File: src/rtl/systolic_skew_feeder.sv
// rtl/systolic_skew_feeder.sv - tiles operand vectors and skews lane k by k cycles for the systolic array
// Optional: define SKEW_FEEDER_ZERO_PAD_EN to read lanes as zero whenever their valid is low.
module systolic_skew_feeder #(
  parameter int DATA_WIDTH = 16,
  parameter int NUM_LANES  = 4,
  parameter int TILE_LEN   = 8
) (
  input  logic                            clk_i,
  input  logic                            rst_ni,
  input  logic                            clear_i,
  input  logic [NUM_LANES*DATA_WIDTH-1:0] in_data_i,
  input  logic                            in_valid_i,
  output logic                            in_ready_o,
  output logic [NUM_LANES*DATA_WIDTH-1:0] lane_data_o,
  output logic [NUM_LANES-1:0]            lane_valid_o,
  output logic [NUM_LANES-1:0]            lane_clr_o,
  output logic                            busy_o,
  output logic                            tile_done_o
);

  localparam int BW = $clog2(TILE_LEN + 1);
  localparam int FW = (NUM_LANES > 1) ? $clog2(NUM_LANES) : 1;

  localparam logic [BW-1:0] BEAT_ONE   = BW'(1);
  localparam logic [BW-1:0] BEAT_LAST  = BW'(TILE_LEN - 1);
  localparam logic [FW-1:0] FLUSH_INIT = FW'(NUM_LANES - 1);

  typedef enum logic [1:0] {
    IDLE   = 2'd0,
    STREAM = 2'd1,
    FLUSH  = 2'd2
  } state_e;

  state_e          state_q, state_d;
  logic [BW-1:0]   beat_cnt_q, beat_cnt_d;
  logic [FW-1:0]   flush_cnt_q, flush_cnt_d;
  logic            accept;
  logic            first_beat;
  logic            tile_done;

  assign in_ready_o  = (state_q != FLUSH) && !clear_i;
  assign accept      = in_valid_i && in_ready_o;
  assign first_beat  = (state_q == IDLE);
  assign busy_o      = (state_q != IDLE);
  assign tile_done_o = tile_done;

  always_ff @(posedge clk_i or negedge rst_ni) begin
    if (!rst_ni) begin
      state_q     <= IDLE;
      beat_cnt_q  <= '0;
      flush_cnt_q <= '0;
    end else begin
      state_q     <= state_d;
      beat_cnt_q  <= beat_cnt_d;
      flush_cnt_q <= flush_cnt_d;
    end
  end

  // clear_i overrides everything, including the done pulse of a finishing tile.
  always_comb begin
    state_d     = state_q;
    beat_cnt_d  = beat_cnt_q;
    flush_cnt_d = flush_cnt_q;
    tile_done   = 1'b0;
    if (clear_i) begin
      state_d     = IDLE;
      beat_cnt_d  = '0;
      flush_cnt_d = '0;
    end else begin
      case (state_q)
        IDLE: begin
          if (accept) begin
            beat_cnt_d = BEAT_ONE;
            if (TILE_LEN == 1) begin
              state_d     = FLUSH;
              flush_cnt_d = FLUSH_INIT;
            end else begin
              state_d = STREAM;
            end
          end
        end
        STREAM: begin
          if (accept) begin
            beat_cnt_d = beat_cnt_q + BEAT_ONE;
            if (beat_cnt_q == BEAT_LAST) begin
              state_d     = FLUSH;
              flush_cnt_d = FLUSH_INIT;
            end
          end
        end
        FLUSH: begin
          if (flush_cnt_q == '0) begin
            tile_done  = 1'b1;
            state_d    = IDLE;
            beat_cnt_d = '0;
          end else begin
            flush_cnt_d = flush_cnt_q - FW'(1);
          end
        end
        default: begin
          state_d     = IDLE;
          beat_cnt_d  = '0;
          flush_cnt_d = '0;
        end
      endcase
    end
  end

  for (genvar k = 0; k < NUM_LANES; k++) begin : g_lane
    logic [DATA_WIDTH-1:0] data_q [0:k];
    logic                  vld_q  [0:k];
    logic                  clr_q  [0:k];

    // Data only advances behind a valid beat, so an idle lane holds its last operand.
    always_ff @(posedge clk_i or negedge rst_ni) begin
      if (!rst_ni) begin
        for (int s = 0; s <= k; s++) begin
          vld_q[s]  <= 1'b0;
          clr_q[s]  <= 1'b0;
          data_q[s] <= '0;
        end
      end else if (clear_i) begin
        for (int s = 0; s <= k; s++) begin
          vld_q[s] <= 1'b0;
          clr_q[s] <= 1'b0;
        end
      end else begin
        vld_q[0] <= accept;
        clr_q[0] <= accept && first_beat;
        if (accept) begin
          data_q[0] <= in_data_i[k*DATA_WIDTH +: DATA_WIDTH];
        end
        for (int s = 1; s <= k; s++) begin
          vld_q[s] <= vld_q[s-1];
          clr_q[s] <= clr_q[s-1];
          if (vld_q[s-1]) begin
            data_q[s] <= data_q[s-1];
          end
        end
      end
    end

`ifdef SKEW_FEEDER_ZERO_PAD_EN
    assign lane_data_o[k*DATA_WIDTH +: DATA_WIDTH] = vld_q[k] ? data_q[k] : '0;
`else
    assign lane_data_o[k*DATA_WIDTH +: DATA_WIDTH] = data_q[k];
`endif
    assign lane_valid_o[k] = vld_q[k];
    assign lane_clr_o[k]   = clr_q[k];
  end

endmodule

File: config.mk
export PLATFORM = sky130hd
export DESIGN_NAME = systolic_skew_feeder
export DESIGN_NICKNAME = d
export VERILOG_FILES = /design/src/rtl/systolic_skew_feeder.sv
export SDC_FILE = /design/constraint.sdc
export NUM_CORES = 1
export LEC_CHECK = 0
export ABC_AREA = 1
export CORE_MARGIN = 4
export CORE_UTILIZATION = 55
export DETAILED_ROUTE_END_ITERATION = 8
export PLACE_DENSITY = 0.84
export SLEW_MARGIN = 20
export SYNTH_ARGS = -nofsm -noshare
export SYNTH_HDL_FRONTEND = slang
export SYNTH_SLANG_ARGS = --single-unit
File: constraint.sdc
create_clock -name clk_i -period 2.7 [get_ports clk_i]
set_input_delay 0.54 -clock clk_i [delete_from_list [all_inputs] [get_ports clk_i]]
set_output_delay 0.54 -clock clk_i [all_outputs]
set_load 0.01 [all_outputs]
Word level (Yosys, flattened, before mapping)
Cells that the tools add are included.
{"block": "word_totals", "regBits": 188, "output_inout_bits": 75}
{"block": "classes", "add_sub_neg": 2, "n_eq_ne": 10, "mux": 27, "bitwise": 1, "reduce_logical": 17}
{"cell": "$mux 4", "n": 6}
{"cell": "$mux 2", "n": 11}
{"cell": "$ne 3x3->1 const B", "n": 5}
{"cell": "$reduce_and 2->1", "n": 7}
{"cell": "$pmux 2 s3", "n": 2}
{"cell": "$pmux 4 s3", "n": 1}
{"cell": "$reduce_and 4->1", "n": 2}
{"cell": "$mux 3", "n": 2}
{"cell": "$mux 1", "n": 5}
{"cell": "$add 4x1->4 const B", "n": 1}
{"cell": "$eq 4x3->1 const B", "n": 1}
{"cell": "$logic_not 2->1", "n": 2}
{"cell": "$ne 2x2->1 const B", "n": 2}
{"cell": "$logic_and 1x1->1", "n": 3}
{"cell": "$reduce_and 3->1", "n": 1}
{"cell": "$eq 2x1->1 const B", "n": 1}
{"cell": "$eq 2x2->1 const B", "n": 1}
{"cell": "$reduce_bool 2->1", "n": 1}
{"cell": "$sub 2x1->2 const B", "n": 1}
{"cell": "$logic_not 1->1", "n": 1}
{"cell": "$not 1->1", "n": 1}

Depth between registers and ports, before layout
{"block": "depth", "word_depth": 6, "depth_mapped": 9, "depth_no_buf": 8}

Worst setup path after synthesis
No wires, ideal clock.
{"block": "synth_path", "path_type": "reg2out", "startpoint": "reg state_q[0]", "endpoint": "out tile_done_o", "arrival_ps": 988, "required_ps": 2160, "path_slack_ps": 1172, "stages_incl_launch_ff": 5, "cell_sequence": "dfrtp_1 -> inv_1 -> ha_1 -> nand2_1 -> nor2_1"}
{"block": "synth_via", "elab_chain_len": 3}
{"item": "start, declared", "line_no": "34", "text": "state_e state_q, state_d;"}
{"item": "start signal, assigned", "line_no": "53", "text": "state_q <= state_d;"}
{"item": "$eq 2x2->1", "line_no": "70", "text": "case (state_q)"}
{"item": "$mux 1", "line_no": "70"}
{"item": "$mux 1", "line_no": "65", "text": "if (clear_i) begin"}
{"item": "end, declared", "line_no": "18", "text": "output logic tile_done_o"}
No other way between the ends.

Worst setup path in the final report
Ends and elaborated chain as after synthesis.

==> impl_metrics.py <==
metrics = {
    "placement": {
        "preCtsSetupSlack_ns": 0.334,
        "dpl_cell_area_um2": 8360,
        "dp_cells": 1001,
        "numPortBuffers": 142,
        "hpwl_mm": 9.31,
        "gp_congestion": 0.757,
    },
    "detailed_routing": {
        "drt_first_iter_violations": 357,
        "num_vias": 5006,
        "wl_mm": 13.9,
        "ant_nets": 0,
        "drc": 0,
        "first_pass_iters": 4,
        "via_per_inst": 4.85,
        "wl_per_cell_um": 13.4,
    },
    "cts": {
        "clk_path_buf_depth": 2,
        "cts_tree": "done",
        "post-cts-setup-buffers": 0,
        "clk_latency_ns": 0.42,
        "root_buffer": "clkbuf_16",
        "cts_buffers": 17,
        "path_clk_slew_ns": 0.06,
        "clock_sinks": 176,
        "h-tree-depth": 4,
    },
    "floorplan": {
        "start_util_pct": 56.6,
        "dieArea_um2": 15000,
        "core_area_um2": 12700,
        "rows": 41,
        "ios": 143,
        "die_w_um": 122,
        "die-height_um": 122,
    },
    "timing": {
        "worst_pin_slew_ns": 0.667,
        "finalHoldViolations": 0,
        "slew_violations": 0,
        "fin_crit_sh_pct": 92.0,
        "rsz0062_at_grt": "false",
        "setup_violations": 0,
        "period_minus_slack_ns": 2.48,
        "relSlewSlack_pct": 55.5,
        "final.setup.tns_ns": 0,
        "skew_ns": 0.00609,
        "fmax_mhz": 402,
        "fin_ws_ns": 0.215,
    },
    "critical_path": {
        "cp_max_fo": 5,
        "cp.arrival_ns": 1.94,
        "crit_type": "flop to output port",
        "cp.required_ns": 2.16,
        "worst_setup_path_end_kind": "output port",
        "critPathLaunchType": "flop",
    },
    "flow_run": {
        "drv_cap": 0,
    },
    "yosys": {
        "ys_warn_count": 0,
        "yosysTopAreaCell": "dfrtp_1",
        "synth_area_leaders": "dfrtp_1 61%, nand2_1 13%, o21ai_0 8.0%, buf_4 5.3%, inv_1 4.1%",
        "ys_types": 23,
        "synth.net_count": 833,
        "synth_top_area_share_pct": 61.2,
        "avgSynthCellArea_um2": 9.49,
        "syn_area_um2": 7200,
        "synthCells": 759,
        "ys_seq_elements": 176,
        "yosysSeqAreaShare_pct": 61.2,
    },
    "layout": {
        "diodes": 0,
        "nets": 922,
        "fin_cells": 1032,
        "final_cell_mix": "244 x nand2_1, 176 x dfrtp_1, 141 x clkdlybuf4s50_1",
        "layout_commonest_cell": "nand2_1",
        "drive_above_1_share_pct": 7.67,
        "final_area_um2": 8920,
        "synthToLayoutAreaGrowth_pct": 23.8,
    },
    "pwr": {
        "peakVddDrop_mv": 0.496,
        "p_leak_nw": 4.25,
        "p_per_area_nw_per_um2": 1020,
    },
    "grt": {
        "first_global_vias": 4837,
        "grt_max_degree": 83,
        "grt_remaining_overflow": 0,
        "grt_antenna_before_repair": 0,
        "track_usage_pct": 19.8,
        "grt_pass1_wl_mm": 23.2,
    },
    "run_status": {
        "outcome": "finished clean",
    },
    "worst_hold_path": {
        "worstHoldPathType": "input pin to asynchronous set/reset pin",
    },
}
-- flip-flops by register name (all words and copies together) (netlist names) --
signal	flops
g_lane.data_q	112
beat_cnt_q	4
g_lane.vld_q	1
g_lane.clr_q	1
lane_valid_o	3
lane_data_o	48
state_q	2
flush_cnt_q	2
lane_clr_o	3
-- logic make-up after synthesis --
kind of cell | Yosys count | synth area share (%)
flops | 176 | 61.2
simple gates | 277 | 15.3
fa+ha+maj | 6 | 1.04
buf+inv | 165 | 12.7
compound gates | 135 | 9.75
-- power breakdown --
part / switching [mW] / total [mW] / internal [mW]
Sequential: 0.467 / 4.12 / 3.65
Clock: 1.00 / 2.29 / 1.29
Combinational: 1.35 / 2.70 / 1.35
-- synth_stat cells --
master,n
inv_4,1
nor2_4,1
nand3_1,4
dfrtp_1,176
clkbuf_1,10
inv_1,78
buf_6,12
or2_2,1
o21ai_0,115
inv_2,2
nand4_1,6
o21ai_2,7
buf_2,11
nand3b_1,1
nand2_4,1
a21oi_1,2
nor2_1,10
nand2_1,244
buf_4,51
nor2_2,1
ha_1,6
o21ai_1,11
nand2_2,8
-- final cells by class --
class	count	area, um^2
Clock inverter	12	114
Multi-Input combinational cell	418	1880
Sequential cell	176	4400
Tap cell	172	215
Timing Repair Buffer	154	1550
Inverter	81	308
Fill cell	934	3800
Clock buffer	19	443
-- final timing paths --
path	from	end	slack [ns]	depth (start not counted)
max in group asynchronous	rst_ni	g_lane[0].data_q[9]	1.86	2
max	state_q[0]	tile_done_o	0.22	5
min in group clk_i	g_lane[2].data_q[31]	lane_data_o[47]	0.47	2
min reg2reg	g_lane[2].data_q[31]	lane_data_o[47]	0.47	2
min	rst_ni	lane_data_o[52]	0.14	1
max reg2reg	state_q[0]	g_lane[3].data_q[54]	0.93	8
-- per-layer routing --
metal,GRT usage (%),wire (um),up-vias
li1,-,-,2486
met1,26.3,6070,2362
met2,31.2,6640,133
met3,5.30,818,25
met4,8.19,329,0
met5,0,0,-
-- what timing repair did --
item / in CTS / in global routing
resized for setup: 0 / 1
endpoints found under the setup margin: 0 / 1
hold buffers: 0 / 0
-- stage by stage --
| step | hold slack, ns | total power [mW] | utilization, % |
|---|---|---|---|
| final | 0.137 | 9.11 | 70.1 |
| after global routing | 0.179 | 9.73 | 70.1 |
| after CTS | 0.146 | 9.21 | 70.1 |
| after detailed placement | 0.457 | 6.84 | 65.7 |
| after global placement | 0.452 | 6.71 | 65.7 |
| after floorplan | 0.244 | 5.91 | - |
-- critical path, stage by stage, from the launching register on --
cell	delay, ns
dfrtp_1	0.40
inv_1	0.12
ha_2	0.26
nand2_1	0.08
nor2_1	0.12
clkdlybuf4s50_1	0.56
Power figures use the tool's default switching activity.
